File: src/rtl/audio_pkg.sv
// Shared types for the codec <-> FIR filter bridge: sample widths, the stereo
// pair carried through both FIFOs, and the filter-feed FSM states.
package audio_pkg;

    localparam int W_CODEC  = 24;
    localparam int W_SAMPLE = 16;

    typedef struct packed {
        logic signed [W_SAMPLE-1:0] left;
        logic signed [W_SAMPLE-1:0] right;
    } stereo_t;

    typedef enum logic [1:0] {
        IDLE  = 2'd0,
        ISSUE = 2'd1,
        WAIT  = 2'd2
    } feed_state_t;

    // The filter works on the most significant W_SAMPLE bits of each codec word.
    function automatic stereo_t codec_to_sample(input logic [W_CODEC-1:0] l,
                                                input logic [W_CODEC-1:0] r);
        stereo_t s;
        s.left  = l[W_CODEC-1 -: W_SAMPLE];
        s.right = r[W_CODEC-1 -: W_SAMPLE];
        return s;
    endfunction

    function automatic logic [W_CODEC-1:0] sample_to_codec(input logic [W_SAMPLE-1:0] s);
        return {s, {(W_CODEC-W_SAMPLE){1'b0}}};
    endfunction

endpackage

File: src/rtl/sample_fifo.sv
// Synchronous stereo-sample FIFO, DEPTH entries (power of two), with
// simultaneous push/pop and full/empty guards on both ports.
module sample_fifo
    import audio_pkg::*;
#(
    parameter int DEPTH = 4
) (
    input  logic    ck,
    input  logic    rst_n,
    input  logic    push,
    input  stereo_t push_data,
    input  logic    pop,
    output stereo_t head,
    output logic    full,
    output logic    empty
);

    localparam int            AW      = $clog2(DEPTH);
    localparam logic [AW:0]   PTR_ONE = (AW+1)'(1);

    stereo_t     mem_q [DEPTH];
    logic [AW:0] wr_ptr_q;
    logic [AW:0] rd_ptr_q;
    logic        do_push;
    logic        do_pop;

    // The extra pointer bit tells a full FIFO from an empty one when the indices match.
    assign empty   = (wr_ptr_q == rd_ptr_q);
    assign full    = (wr_ptr_q[AW] != rd_ptr_q[AW]) && (wr_ptr_q[AW-1:0] == rd_ptr_q[AW-1:0]);
    assign do_push = push && !full;
    assign do_pop  = pop && !empty;
    assign head    = mem_q[rd_ptr_q[AW-1:0]];

    always_ff @(posedge ck or negedge rst_n) begin
        if (!rst_n) begin
            wr_ptr_q <= '0;
            rd_ptr_q <= '0;
        end else begin
            if (do_push) wr_ptr_q <= wr_ptr_q + PTR_ONE;
            if (do_pop)  rd_ptr_q <= rd_ptr_q + PTR_ONE;
        end
    end

    // NOTE: the storage is deliberately not reset; the pointers alone decide which entries are valid.
    always_ff @(posedge ck) begin
        if (do_push) mem_q[wr_ptr_q[AW-1:0]] <= push_data;
    end

endmodule

File: src/rtl/codec_fir_bridge.sv
// Moves stereo samples from a 24-bit audio codec ADC through a 16-bit FIR
// filter and back to the codec DAC, reporting dropped results and filter stalls.
module codec_fir_bridge
    import audio_pkg::*;
#(
    parameter int DEPTH   = 4,
    parameter int TIMEOUT = 64
) (
    input  logic                ck,
    input  logic                rst_n,
    input  logic                read_ready,
    input  logic [23:0]         readdata_left,
    input  logic [23:0]         readdata_right,
    output logic                read,
    input  logic                write_ready,
    output logic [23:0]         writedata_left,
    output logic [23:0]         writedata_right,
    output logic                write,
    output logic signed [15:0]  in_left,
    output logic signed [15:0]  in_right,
    output logic                input_ready,
    input  logic signed [15:0]  out_left,
    input  logic signed [15:0]  out_right,
    input  logic                output_ready,
    output logic                overflow,
    output logic                timeout
);

    localparam int            CW        = $clog2(TIMEOUT);
    localparam logic [CW-1:0] CNT_ONE   = CW'(1);
    localparam logic [CW-1:0] CNT_LIMIT = CW'(TIMEOUT - 1);

    feed_state_t   state_q;
    logic [CW-1:0] wait_cnt_q;
    logic [CW-1:0] wait_cnt_d;
    stereo_t       in_sample_q;
    logic          input_ready_q;
    logic          overflow_q;
    logic          timeout_q;

    stereo_t in_push_data;
    stereo_t in_head;
    logic    in_full;
    logic    in_empty;
    logic    in_pop;
    stereo_t out_push_data;
    stereo_t out_head;
    logic    out_full;
    logic    out_empty;
    logic    out_push;

    // Strobes are gated by rst_n so the codec sees no handshake while reset is held.
    assign read          = rst_n && read_ready && !in_full;
    assign write         = rst_n && write_ready && !out_empty;
    assign in_push_data  = codec_to_sample(readdata_left, readdata_right);
    assign in_pop        = (state_q == ISSUE);
    assign out_push_data = {out_left, out_right};
    assign out_push      = (state_q == WAIT) && output_ready && !out_full;
    assign wait_cnt_d    = wait_cnt_q + CNT_ONE;

    assign writedata_left  = out_empty ? '0 : sample_to_codec(out_head.left);
    assign writedata_right = out_empty ? '0 : sample_to_codec(out_head.right);
    assign in_left         = in_sample_q.left;
    assign in_right        = in_sample_q.right;
    assign input_ready     = input_ready_q;
    assign overflow        = overflow_q;
    assign timeout         = timeout_q;

    sample_fifo #(.DEPTH(DEPTH)) u_in_fifo (
        .ck        (ck),
        .rst_n     (rst_n),
        .push      (read),
        .push_data (in_push_data),
        .pop       (in_pop),
        .head      (in_head),
        .full      (in_full),
        .empty     (in_empty)
    );

    sample_fifo #(.DEPTH(DEPTH)) u_out_fifo (
        .ck        (ck),
        .rst_n     (rst_n),
        .push      (out_push),
        .push_data (out_push_data),
        .pop       (write),
        .head      (out_head),
        .full      (out_full),
        .empty     (out_empty)
    );

    // The filter sample and its strobe are captured on the IDLE->ISSUE edge, so
    // they are valid exactly while the FSM sits in ISSUE and the head is popped.
    always_ff @(posedge ck or negedge rst_n) begin
        if (!rst_n) begin
            state_q       <= IDLE;
            wait_cnt_q    <= '0;
            input_ready_q <= 1'b0;
            in_sample_q   <= '0;
            overflow_q    <= 1'b0;
            timeout_q     <= 1'b0;
        end else begin
            input_ready_q <= 1'b0;
            case (state_q)
                IDLE: begin
                    if (!in_empty) begin
                        state_q       <= ISSUE;
                        input_ready_q <= 1'b1;
                        in_sample_q   <= in_head;
                    end
                end
                ISSUE: begin
                    state_q    <= WAIT;
                    wait_cnt_q <= '0;
                end
                WAIT: begin
                    if (output_ready) begin
                        state_q <= IDLE;
                        if (out_full) overflow_q <= 1'b1;
                    end else if (wait_cnt_d == CNT_LIMIT) begin
                        state_q   <= IDLE;
                        timeout_q <= 1'b1;
                    end else begin
                        wait_cnt_q <= wait_cnt_d;
                    end
                end
                default: state_q <= IDLE;
            endcase
        end
    end

endmodule

File: config.mk
export PLATFORM = sky130hd
export DESIGN_NAME = codec_fir_bridge
export DESIGN_NICKNAME = d
export VERILOG_FILES = /design/src/rtl/audio_pkg.sv /design/src/rtl/sample_fifo.sv /design/src/rtl/codec_fir_bridge.sv
export SDC_FILE = /design/constraint.sdc
export NUM_CORES = 1
export LEC_CHECK = 0
export BUFFER_PORTS_ARGS = -buffer_cell sky130_fd_sc_hd__buf_2
export CAP_MARGIN = 20
export CELL_PAD_IN_SITES_DETAIL_PLACEMENT = 0
export CELL_PAD_IN_SITES_GLOBAL_PLACEMENT = 1
export CORE_MARGIN = 1.5
export CORE_UTILIZATION = 49
export DETAILED_ROUTE_END_ITERATION = 7
export GPL_TIMING_DRIVEN = 0
export PLACE_DENSITY_LB_ADDON = 0.1
export SLEW_MARGIN = 20
export SYNTH_ARGS = -nofsm -noshare
export SYNTH_HDL_FRONTEND = slang
export SYNTH_SLANG_ARGS = --single-unit
File: constraint.sdc
create_clock -name ck -period 3.3 [get_ports ck]
set_clock_uncertainty 0.05 [all_clocks]
set_input_delay 0.165 -clock ck [delete_from_list [all_inputs] [get_ports ck]]
set_output_delay 0.165 -clock ck [all_outputs]
set_load 0.03 [all_outputs]
==> flow_metrics.py <==
metrics = {
    "status": {
        "outcome": "finished clean",
    },
    "cts": {
        "postCtsHoldBufs": 69,
        "htreeDepth": 1,
        "clk_pin_slew_ns": 0.06,
        "cts-buffers-inserted": 31,
        "clockBufferDepth": 3,
        "cts_resized": 0,
        "cts_root_buffer": "clkbuf_16",
        "clock-sinks": 311,
        "cts_tree": "done",
        "post_cts_buffers": 0,
        "clk_latency_ns": 0.56,
    },
    "layout": {
        "areaGrowthSynthToFinish_pct": 26.34,
        "fin_util": 0.6274,
        "n_fill_cell": 1769,
        "multi_input_area_um2": 2753,
        "fin_cells": 1187,
        "seqCellArea_um2": 9064,
        "nNetsFinal": 935,
        "drive_gt1_frac": 0.3615,
        "diodes": 0,
    },
    "sta": {
        "timing.final.crit_share": 0.8047,
        "finalHoldViolations": 0,
        "report.final.slew_viol_count": 0,
        "fin_crit_ns": 2.656,
        "maxSlewHeadroom": 0.4503,
        "final.setup.tns_ns": 0,
        "tightest_slew_ns": 0.8219,
        "setup_ws_ns": 0.6444,
        "final-setup-viol-count": 0,
        "fmax_mhz": 376.6,
        "grt_setup_unrepaired": "false",
    },
    "global_routing": {
        "grt_use_total": 0.1769,
        "grt_max_degree": 43,
        "grt_pass1_vias": 6437,
        "grt_overflow_total": 0,
        "antenna_found_initial": 0,
        "grt_first_pass_wirelength_um": 35150,
    },
    "floorplan": {
        "die_h_um": 159.8,
        "coreArea_um2": 24250,
        "ios": 170,
        "dieArea_um2": 25520,
        "die_width_um": 159.8,
        "num_rows": 57,
        "start_util": 0.4966,
    },
    "detailed_routing": {
        "dr_wl_met3_um": 1104,
        "drc": 0,
        "drt-initial-drc-count": 304,
        "wl_um": 21670,
        "top_layer": "met4",
        "m1WireLength_um": 8797,
        "antenna_left": 0,
        "wl_per_cell_um": 18.25,
        "vias": 6006,
        "drt_pass1_iterations": 4,
        "viasPerCell": 5.060,
        "wl_met2_um": 11390,
    },
    "yosys": {
        "ys_seq_area_frac": 0.7527,
        "yosysTopAreaCellShare": 0.6384,
        "synth_enable_flop_cells": 256,
        "ys_top_cells_by_area": "edfxtp_1 64%, mux4_2 12%, dfrtp_1 11%",
        "synthArstFlopShare": 0.1768,
        "synth.distinct_cells": 36,
        "post-synth-top-area-cell": "edfxtp_1",
        "synth_cells": 575,
        "synth-seq-cells": 311,
        "netlist_area_um2": 12040,
        "yosys_warnings": 0,
        "synthesis.area_per_instance_um2": 20.94,
        "synthFlopType": "edfxtp_1",
    },
    "worst_hold_path": {
        "hp-class": "primary input to asynchronous set/reset pin",
    },
    "place": {
        "io_buffers": 137,
        "post-dp-hpwl_um": 14120,
        "place_ws_ns": 0.8808,
        "dp.cells": 1060,
        "gp_congestion": 0.7218,
    },
    "worst_setup_path": {
        "required_ns": 3.08,
        "cp-end-kind": "primary output",
        "crit_arrival_ns": 2.44,
        "start_kind": "register",
        "worst-setup-path-type": "register to primary output",
        "r2r_cells": 5,
        "crit_fanout": 10,
        "r2r_slack_ns": 0.93,
    },
    "power": {
        "fin_total_pwr_mw": 13.84,
        "cellPowerDensity_nw_per_um2": 909.8,
        "leakage_nw": 5.653,
        "ir_drop_v": 0.0005766,
    },
    "flow_run": {
        "drv_cap": 0,
    },
}
-- where the power goes --
part           switching (mW)  total [mW]  internal (mW)
clock network            1.42        3.64           2.22
logic                    2.96        5.01           2.05
registers               0.269        5.20           4.93
-- placed cells by master, fill, tap and decap left out, types with 2 or more instances in the layout --
cell	instances
edfxtp_1	256
buf_2	144
dlygate4sd3_1	69
mux4_2	64
dfrtp_1	55
nor2b_1	32
clkbuf_16	31
mux2_1	26
buf_4	19
conb_1	16
clkbuf_1	12
nand2_1	12
ha_1	12
inv_1	9
xor2_1	9
xnor2_1	9
and2_2	8
mux2_2	8
buf_16	7
nor2_1	6
clkinv_2	6
nand3_1	5
mux2i_1	5
bufinv_16	5
clkbuf_8	5
buf_6	4
clkinv_1	4
o21ai_0	2
nand4_1	2
inv_6	2
clkinvlp_4	2
buf_12	2
-- cell type report --
cell class,count,share of cell area
flip-flops and latches,311,0.5958
repair buffers,215,0.1059
well taps,324,0.02665
clock buffers,38,0.05601
clock inverters,20,0.01554
inverters,9,0.002221
plain buffers,40,0.01694
multi-input cells,230,0.1809
-- per-stage QoR --
stage          hold WS [ns]  instance area (µm²)
2_1_floorplan       -0.1806                12100
3_3_place_gp         0.3233                13190
3_5_place_dp        0.01834                13430
4_1_cts             0.07114                15210
5_1_grt             0.08765                15210
6_report            0.08008                15210
-- cells in the mapped netlist (9+ instances only) --
master and count:
xnor2_1 9, dfrtp_1 55, mux2_1 26, mux4_2 64
nand2_1 12, buf_4 18, ha_1 12, inv_1 9
edfxtp_1 256, xor2_1 9, nor2b_1 32, clkbuf_1 10
-- critical path, cell delays in order, from the launching register on --
cell and delay (ns):
dfrtp_1 0.37, buf_2 0.18, xnor2_1 0.26, and3b_1 0.22, buf_6 0.13, clkbuf_1 0.42
nor2b_1 0.12, buf_2 0.21
-- logic make-up after synthesis --
kind of cell               after synthesis  synth area share
xor gates and xnor gates                19           0.01444
AOI/OAI and AO/OA                       11          0.008210
muxes                                  103            0.1557
buffers and inverters                   49           0.02421
adders and majority gates               12           0.01247
other                                    1         0.0003114
and+or+nand+nor                         69           0.03200
DFF                                    311            0.7527
-- per-layer routing --
layer / vias to the layer above / GRT usage
met5: - / 0
met4: 0 / 0.04117
met3: 36 / 0.03455
met2: 143 / 0.3136
met1: 3063 / 0.2262
li1: 2764 / -
-- registers in the layout, summed over array words and instances (netlist names) --
name and count:
u_in_fifo.mem_q 128, timeout 1, overflow 1, in_right 16
u_in_fifo.wr_ptr_q 3, state_q 2, u_out_fifo.mem_q 128, wait_cnt_q 6
u_out_fifo.wr_ptr_q 3, in_left 16, input_ready 1, u_out_fifo.rd_ptr_q 3
u_in_fifo.rd_ptr_q 3
-- path summary, 6_finish.rpt --
path | start | end
worst min register to register | timeout$_DFFE_PN0P_ | timeout$_DFFE_PN0P_
worst max-delay path | u_out_fifo.rd_ptr_q[1]$_DFFE_PN0P_ | writedata_right[18]
worst max register to register | state_q[0]$_DFFE_PN0P_ | u_out_fifo.mem_q[0][16]$_DFFE_PP_
max in group asynchronous | rst_n | in_right[13]$_DFFE_PN0P_
worst min-delay path | rst_n | in_right[4]$_DFFE_PN0P_
min in group ck | readdata_right[10] | u_in_fifo.mem_q[0][2]$_DFFE_PP_
Note: power is estimated with default switching activity, not from simulation.
